$ cat src/rtl/ai_density_engine.sv
// Hunt-mode density engine: sweeps every legal placement of each alive ship on
// a 10x10 board, accumulates per-cell coverage, then picks the densest unfired cell.
module ai_density_engine #(
    parameter int         CNT_W   = 8,
    parameter logic [6:0] INV_IDX = 7'd127
) (
    input  logic             clock,
    input  logic             reset_n,
    input  logic             start,
    input  logic [99:0]      fired,
    input  logic [4:0]       ships,
    output logic             done,
    input  logic [6:0]       rd_index,
    output logic [CNT_W-1:0] rd_density,
    output logic [6:0]       largest_index,
    output logic [CNT_W-1:0] largest_value
);

    typedef enum logic [1:0] {ST_IDLE, ST_CLEAR, ST_SWEEP, ST_SCAN} state_t;

    state_t           r_state;
    logic             r_done;
    logic [99:0]      r_fired;
    logic [4:0]       r_ships;
    logic [2:0]       r_ship;
    logic             r_orient;     // 0 = horizontal, 1 = vertical
    logic [3:0]       r_row;
    logic [3:0]       r_col;
    logic [6:0]       r_scan_idx;
    logic             r_found;
    logic [6:0]       r_best_idx;
    logic [CNT_W-1:0] r_best_val;
    logic [6:0]       r_largest_index;
    logic [CNT_W-1:0] r_largest_value;
    logic [CNT_W-1:0] r_cnt [100];

    logic [2:0]       w_len;
    logic [6:0]       w_base;
    logic [7:0]       w_idx;
    logic             w_in_bounds;
    logic [99:0]      w_cover;
    logic             w_valid;
    logic [3:0]       w_first;
    logic [3:0]       w_next;
    logic [CNT_W-1:0] w_scan_cnt;
    logic             w_take;

    function automatic logic [2:0] ship_len(input logic [2:0] s);
        case (s)
            3'd0:    return 3'd2;
            3'd1:    return 3'd3;
            3'd2:    return 3'd3;
            3'd3:    return 3'd4;
            default: return 3'd5;
        endcase
    endfunction

    // Returns {found, index} of the lowest set bit of mask at position >= lo.
    function automatic logic [3:0] first_from(input logic [4:0] mask, input int lo);
        logic [3:0] res;
        res = 4'd0;
        for (int i = 4; i >= 0; i--) begin
            if (mask[i] && i >= lo) res = {1'b1, 3'(i)};
        end
        return res;
    endfunction

    // NOTE: every combinational output gets a default first so no latch is inferred.
    always_comb begin
        w_len       = ship_len(r_ship);
        w_base      = 7'(r_row) * 7'd10 + 7'(r_col);
        w_in_bounds = r_orient ? ({1'b0, r_row} + {2'b00, w_len} <= 5'd10)
                               : ({1'b0, r_col} + {2'b00, w_len} <= 5'd10);
        w_cover     = '0;
        w_idx       = '0;
        for (int k = 0; k < 5; k++) begin
            if (3'(k) < w_len) begin
                w_idx = r_orient ? ({1'b0, w_base} + 8'(10 * k)) : ({1'b0, w_base} + 8'(k));
                if (w_in_bounds) w_cover[w_idx] = 1'b1;
            end
        end
        w_valid = w_in_bounds && ((w_cover & r_fired) == '0);
    end

    assign w_first    = first_from(r_ships, 0);
    assign w_next     = first_from(r_ships, int'(r_ship) + 1);
    assign w_scan_cnt = r_cnt[r_scan_idx];
    assign w_take     = !r_fired[r_scan_idx] && (!r_found || (w_scan_cnt > r_best_val));

    // NOTE: sequential state uses non-blocking assignments so every flop samples pre-edge values.
    always_ff @(posedge clock or negedge reset_n) begin
        if (!reset_n) begin
            r_state         <= ST_IDLE;
            r_done          <= 1'b1;
            r_fired         <= '0;
            r_ships         <= '0;
            r_ship          <= '0;
            r_orient        <= 1'b0;
            r_row           <= '0;
            r_col           <= '0;
            r_scan_idx      <= '0;
            r_found         <= 1'b0;
            r_best_idx      <= '0;
            r_best_val      <= '0;
            r_largest_index <= '0;
            r_largest_value <= '0;
        end else begin
            case (r_state)
                ST_IDLE: begin
                    if (start) begin
                        r_fired <= fired;
                        r_ships <= ships;
                        r_done  <= 1'b0;
                        r_state <= ST_CLEAR;
                    end
                end
                ST_CLEAR: begin
                    r_ship     <= w_first[2:0];
                    r_orient   <= 1'b0;
                    r_row      <= '0;
                    r_col      <= '0;
                    r_scan_idx <= '0;
                    r_found    <= 1'b0;
                    r_best_idx <= '0;
                    r_best_val <= '0;
                    r_state    <= w_first[3] ? ST_SWEEP : ST_SCAN;
                end
                ST_SWEEP: begin
                    if (r_col == 4'd9) begin
                        r_col <= '0;
                        if (r_row == 4'd9) begin
                            r_row <= '0;
                            if (r_orient) begin
                                r_orient <= 1'b0;
                                if (w_next[3]) r_ship <= w_next[2:0];
                                else           r_state <= ST_SCAN;
                            end else begin
                                r_orient <= 1'b1;
                            end
                        end else begin
                            r_row <= r_row + 4'd1;
                        end
                    end else begin
                        r_col <= r_col + 4'd1;
                    end
                end
                ST_SCAN: begin
                    if (w_take) begin
                        r_found    <= 1'b1;
                        r_best_idx <= r_scan_idx;
                        r_best_val <= w_scan_cnt;
                    end
                    if (r_scan_idx == 7'd99) begin
                        // The last cell's decision is folded in here rather than a cycle later.
                        if (w_take) begin
                            r_largest_index <= r_scan_idx;
                            r_largest_value <= w_scan_cnt;
                        end else if (r_found) begin
                            r_largest_index <= r_best_idx;
                            r_largest_value <= r_best_val;
                        end else begin
                            r_largest_index <= INV_IDX;
                            r_largest_value <= '0;
                        end
                        r_done  <= 1'b1;
                        r_state <= ST_IDLE;
                    end else begin
                        r_scan_idx <= r_scan_idx + 7'd1;
                    end
                end
                default: r_state <= ST_IDLE;
            endcase
        end
    end

    // NOTE: the counter array is reset because readback must show zeros right after reset.
    always_ff @(posedge clock or negedge reset_n) begin
        if (!reset_n) begin
            for (int i = 0; i < 100; i++) r_cnt[i] <= '0;
        end else if (r_state == ST_CLEAR) begin
            for (int i = 0; i < 100; i++) r_cnt[i] <= '0;
        end else if (r_state == ST_SWEEP && w_valid) begin
            for (int i = 0; i < 100; i++) begin
                if (w_cover[i]) r_cnt[i] <= r_cnt[i] + 1'b1;
            end
        end
    end

    always_comb begin
        rd_density = '0;
        if (rd_index < 7'd100) rd_density = r_cnt[rd_index];
    end

    assign done          = r_done;
    assign largest_index = r_largest_index;
    assign largest_value = r_largest_value;

endmodule

$ cat config.mk
export PLATFORM = sky130hd
export DESIGN_NAME = ai_density_engine
export DESIGN_NICKNAME = d
export VERILOG_FILES = /design/src/rtl/ai_density_engine.sv
export SDC_FILE = /design/constraint.sdc
export NUM_CORES = 2
export LEC_CHECK = 0
export ABC_CLOCK_PERIOD_IN_PS = 7600
export CORE_UTILIZATION = 25
export DETAILED_ROUTE_END_ITERATION = 6
export PLACE_DENSITY = 0.41
export SLEW_MARGIN = 20
export SYNTH_ARGS = -nofsm -noshare
export SYNTH_HDL_FRONTEND = slang
export SYNTH_SLANG_ARGS = --single-unit
export TNS_END_PERCENT = 5
$ cat constraint.sdc
create_clock -name clock -period 7.6 [get_ports clock]
set_clock_uncertainty 0.15 [all_clocks]
set_input_delay 0.76 -clock clock [delete_from_list [all_inputs] [get_ports clock]]
set_output_delay 0.76 -clock clock [all_outputs]
set_load 0.01 [all_outputs]
Word-level counts from Yosys, hierarchy flattened
Index checks and enable logic that the tools add are counted.
{ "totals": {"register_bits": 958, "latchBits": 0, "ram_bits": 0, "romBits": 0, "output_inout_bits": 24, "wordCells": 699, "mem_count": 0} }
{ "classes": {"addsub": 115, "multipliers": 1, "div_mod_pow": 0, "order_cmp": 27, "eq_ne": 18, "shift": 0, "n_mux": 184, "bitwise_logic": 7, "reduce_logical": 233} }
{ "ops": {"columns": ["operator", "count"], "rows": [
  ["$mux W800", 2],
  ["$mux W100", 10],
  ["$mux W8", 112],
  ["$add A8 B1 Y8 const B", 100],
  ["$or A100 B100 Y100", 4],
  ["$reduce_and A2 Y1", 105],
  ["$reduce_bool A2 Y1", 104],
  ["$bmux W8 S7", 2],
  ["$and A100 B100 Y100", 1],
  ["$logic_not A100 Y1", 1],
  ["$mux W4", 13],
  ["$demux W1 S7", 5],
  ["$ge A8 B1 Y1 const B", 4],
  ["$lt A8 B8 Y1 const B", 4],
  ["$mux W7", 4],
  ["$pmux W7 S2", 2],
  ["$ne A2 B2 Y1 const B", 9],
  ["$add A7 B2 Y8 const B", 2],
  ["$add A7 B5 Y8 const B", 2],
  ["$ge A8 B8 Y1 const B", 2],
  ["$lt A7 B8 Y1 const B", 2],
  ["$not A7 Y8", 2],
  ["$pmux W4 S2", 2],
  ["$pmux W8 S2", 1],
  ["other kinds (43)", 90]
]} }

Longest topological paths before layout
{ "depth": {"depth_word": 26, "ltp_mapped": 27, "mapped_depth_nobuf": 20} }

Least setup slack after synthesis
Ideal clock, no wire load.
{ "synth_timing": {"path_kind": "reg-to-reg", "startpoint": "register r_row[0]", "endpoint": "register r_cnt[132] in the netlist's numbering", "setup_time_ns": 0.125, "t_arrival_ns": 6.291, "slack_ns": 1.034, "stages_incl_launch_ff": 23, "period_less_slack_ns": 6.566, "cell_sequence": "dfrtp_1 -> ha_1 -> fa_1 -> xnor2_2 -> inv_2 -> ha_1 -> clkbuf_1 -> nor2b_1 -> a22oi_1 -> xnor2_2 -> a2111oi_1 -> a41oi_2 -> o22ai_1 -> or3_1 -> o2bb2ai_1 -> or4_1 -> a2111o_1 -> o31a_1 -> clkbuf_1 -> buf_2 -> clkbuf_1 -> nor3_1 -> mux2_2"} }
{ "synth_via": {"elab_chain_cells": 26, "word_cells_on_any_way": 63, "classes_between": "add/sub (10); mul (1); order compare (11); mux (25); bitwise (5); reduce/logical (11)"} }
{ "synth_rtl": {"columns": ["element", "line", "source"], "rows": [
  ["start, declared", "27", "logic [3:0] r_row;"],
  ["start signal, assigned", "141", "r_row <= r_row + 4'd1;"],
  ["$mul A4 B3 Y6", "71", "w_base = 7'(r_row) * 7'd10 + 7'(r_col);"],
  ["$add A7 B4 Y7", "71", null],
  ["$add A7 B1 Y8 (tied with other cells)", "78", "w_idx = r_orient ? ({1'b0, w_base} + 8'(10 * k)) : ({1'b0, w_base} + 8'(k));"],
  ["$mux W8 / $logic_and A1 B1 Y1 (equally long branches)", "78, 79", null],
  ["$ge A8 B1 Y1 (not written as such) (tied with other cells)", "79", "if (w_in_bounds) w_cover[w_idx] = 1'b1;"],
  ["$logic_and A1 B1 Y1 (not written as such) / $demux W1 S7 (equally long branches)", "79", null],
  ["$mux W1 (not written as such) / $mux W100 (equally long branches)", "79", null],
  ["$demux W1 S7 / $mux W100 (equally long branches)", "79, 77", null],
  ["[... 10 more ...]", null, null],
  ["$mux W100", "79", null],
  ["$mux W100", "77", "if (3'(k) < w_len) begin"],
  ["$and A100 B100 Y100", "82", "w_valid = w_in_bounds && ((w_cover & r_fired) == '0);"],
  ["$logic_not A100 Y1", "82", null],
  ["$logic_and A1 B1 Y1", "82", null],
  ["$logic_and A1 B1 Y1", "182", "end else if (r_state == ST_SWEEP && w_valid) begin"],
  ["$reduce_bool A2 Y1 (no line)", null, null],
  ["$reduce_and A2 Y1 (no line) (*)", null, null],
  ["end signal, assigned by index", "184", "if (w_cover[i]) r_cnt[i] <= r_cnt[i] + 1'b1;"],
  ["end, declared", "35", "logic [CNT_W-1:0] r_cnt [100];"]
]} }
Mark *: on every way between the ends. The rest lies on a longest branch, timed or not.
A chain may end at the register's enable or synchronous reset.

Worst setup path in the final report
{ "layout_timing": {"startpoint": "register r_row[0]", "endpoint": "register r_cnt[129] in the netlist's numbering"} }
Same word-level chain as after synthesis.

==> impl_metrics.yaml <==
timing:
  fin_ws_ns: 0.0363
  setup_violations: 0
  period_needed_ns: 7.56
  hold_viol: 0
  max_freq_ghz: 0.132
  slew_headroom_pct: 13.7
  rsz0062_at_grt: "no"
  slew_viol_final: 0
  post-route-period-util_pct: 99.5
  worstMarginPinSlew_ns: 1.27
  holdWs_ns: 0.328
pwr:
  switchingPower_mw: 2.90
  pwr-share-clk_pct: 54.7
  switching_share_pct: 23.9
  p_leak_nw: 31.8
  p_seq_share_pct: 42.2
  p_int_mw: 9.21
  power-per-cell-area_mw_per_mm2: 142
  irDropWorstVdd_uv: 166
  combPwrFrac_pct: 3.2
place:
  portBuffers: 138
  gp_congestion: 1.02
  dp.cells: 11100
  dpl_cell_area_mm2: 0.0804
  dp_hpwl_um: 258000
  dp_slack_ns: -0.358
layout:
  seq_area_mm2: 0.0240
  final_cells: 11300
  fillerInstances: 29200
  area_growth_pct: 20.5
  final_nets: 7747
  stdcell_area_mm2: 0.0850
  layout-drive-gt1-share_pct: 22.6
  final_core_util_pct: 30.4
  multi_input_area_mm2: 0.0435
yosys:
  ys_top_cells_by_count: "957 x dfrtp_1, 837 x a21oi_1, 607 x o31ai_1, 598 x or4_1, 575 x nand3_1"
  synthesis.nets: 7365
  synth-seq-cells: 958
  synthCells: 7094
  synthDominantCellAreaShare_pct: 33.9
  seq_area_frac_synth_pct: 34.0
  synth_edf_count: 0
  syn_area_mm2: 0.0706
  yosysMostFrequentCell: "dfrtp_1"
  ys.flop_type: "dfrtp_1"
  synthArstFlopShare_pct: 100
  yosysUniqueCellTypes: 113
  yosysWarnings: 0
  yosys.area.top_type: "dfrtp_1"
  syn_avg_cell_area_um2: 9.95
  synthTopCellsByArea: "dfrtp_1 34%, mux4_2 17%, o31ai_1 6.5%, or4_1 6.4%, a21oi_1 5.9%"
setup_path:
  endpoint_kind: "flip-flop"
  critPathLaunchType: "flip-flop"
  cp_common_cell: "buf_4"
  crit_chain: "ha_1 > fa_1 > buf_4 > ha_1 > or3b_2 > a2bb2oi_1 > nand2_1 > a21oi_1 > buf_4 > nand2_1 > o311ai_1 > a222oi_1 > and3_1 > nand4_1 > o31a_2 > buf_12 > buf_12 > buf_4 > buf_4 > o21ai_0 > a21oi_1"
  worstSetupPathType: "reg -> reg"
  critPathMaxFanout: 77
  cp_slowest_cell: "o311ai_1"
  cp.required_ns: 8.16
  arrival_ns: 8.12
  crit_path_max_incr_delay_ns: 1.02
die:
  ios: 139
  fp-row-count: 194
  die_w_um: 533
  die_h_um: 533
  initial_utilization_pct: 25.2
  core_mm2: 0.280
  die-area_mm2: 0.284
global_route:
  overflow: 0
  grt_max_degree: 178
  first_global_vias: 64500
  gr-usage-all-layers_pct: 23.3
  grt_pass1_wl_um: 486000
  antenna_found_initial: 29
cts:
  cts_root_buf: "clkbuf_16"
  clockBufferDepth: 4
  cts_tree: "built"
  clk_latency_ns: 0.85
  clkSinkCount: 958
  cts.clk_slew.worst_paths_ns: 0.05
  numCtsBuffers: 141
  h-tree-depth: 4
  postCtsSetupRepairBufs: 0
drt:
  routed_wl_um: 340000
  vias_per_cell: 6.01
  drtIter0Drc: 7144
  dr_total_vias: 67900
  firstDrtPassIters: 6
  drcViolationCount: 0
  final_antenna_net_count: 0
  post_drt_wl_per_cell_um: 30.1
flow_run:
  max_cap_violations: 0
worst_hold_path:
  hold_path.class: "reg -> reg"
status:
  run_status: "completed"
[sequential cells by signal, indices dropped and copies added (netlist names)]
name and count:
r_fired 100, largest_value 8, r_best_val 8, r_scan_idx 7
r_ship 3, r_row 4, r_found 1, r_cnt 800
r_col 4, r_ships 5, r_orient 1, r_best_idx 7
largest_index 7, done 1, r_state 2
[placed cells by master, fill, tap and decap left out, types with 16 or more instances in the layout]
cell / netlist / routed
buf_4: 39 / 638
clkbuf_1: 395 / 32
mux2_2: 134 / 134
inv_1: 156 / 154
nand4_1: 148 / 148
or2_2: 26 / 26
mux2i_1: 33 / 33
clkdlybuf4s50_1: 0 / 132
buf_12: 0 / 78
o22ai_1: 56 / 54
ha_1: 154 / 152
a22oi_1: 24 / 24
or3_1: 144 / 144
o32ai_1: 37 / 37
and2_1: 23 / 23
nand3_1: 575 / 574
a21oi_1: 837 / 836
o21ai_0: 286 / 285
a31oi_1: 23 / 22
nor3_1: 57 / 56
o221ai_1: 31 / 30
nor2_1: 121 / 120
nand2_1: 318 / 314
o211ai_1: 25 / 25
o31ai_1: 607 / 605
or4_1: 598 / 598
nor2b_1: 27 / 27
nand2b_1: 16 / 16
clkbuf_16: 0 / 143
xnor2_1: 26 / 24
dfrtp_1: 957 / 952
mux4_2: 530 / 530
and3_1: 204 / 204
clkbuf_8: 0 / 26
[critical path, delay by kind of cell, from the launching register on]
family | cells | cell delay [ns]
fa+ha+maj | 3 | 1.50
simple gates | 5 | 1.03
buf+inv | 6 | 1.35
flops | 1 | 0.47
compound gates | 7 | 2.83
[path summary, 6_finish.rpt]
path,from,end,slack (ns),depth (start not counted)
setup / recovery,r_row[0],r_cnt[129],0.04,21
hold / removal,largest_index[1],largest_index[1],0.33,2
setup reg to reg,r_row[0],r_cnt[129],0.04,21
hold reg to reg,largest_index[1],largest_index[1],0.33,2
max in group asynchronous,reset_n,r_row[2],5.12,4
min in group asynchronous,reset_n,r_cnt[664],0.41,2
[through the flow]
step	TNS, ns	power [mW]
after global routing	0	12.5
after floorplan	0	5.32
after global placement	-201.01	5.59
after detailed placement	-178.30	5.59
after CTS	0	12.3
final	0	12.1
[layout make-up]
cell class,count,share of cell area (%)
well taps,3724,5.48
diodes,9,0.0265
clock inverters,34,0.499
repair buffers,854,9.10
inverters,159,0.705
clock buffers,201,4.77
multi-input cells,5362,51.2
flip-flops and latches,958,28.2
[power groups by stage]
stage               combinational (mW)  sequential (mW)  clock (mW)
finish                           0.385             5.10        6.62
global route                     0.419             5.10        7.00
CTS                              0.401             5.10        6.82
detailed placement               0.399             5.19           0
global placement                 0.399             5.19           0
floorplan                        0.127             5.20           0
[per-layer routing]
| layer | global-route usage, % | vias to the layer above | wire length, µm |
|---|---|---|---|
| li1 | - | 29600 | - |
| met1 | 32.7 | 35300 | 152000 |
| met2 | 35.4 | 2480 | 150000 |
| met3 | 3.83 | 504 | 22600 |
| met4 | 9.67 | 8 | 15800 |
| met5 | 0 | - | 69 |
[kinds of logic after synthesis]
group	share of synthesized area (%)
fa+ha+maj	2.82
mux	19.5
simple gates	19.1
buf+inv	4.58
compound gates	19.5
xor+xnor	0.502
flops	34.0
[what timing repair did]
item	in CTS	in global routing
gates resized for setup	3	17
hold endpoints to repair	69	0
hold buffers	1	0
setup endpoints to repair	766	673
Note: power is estimated with default switching activity, not from simulation.
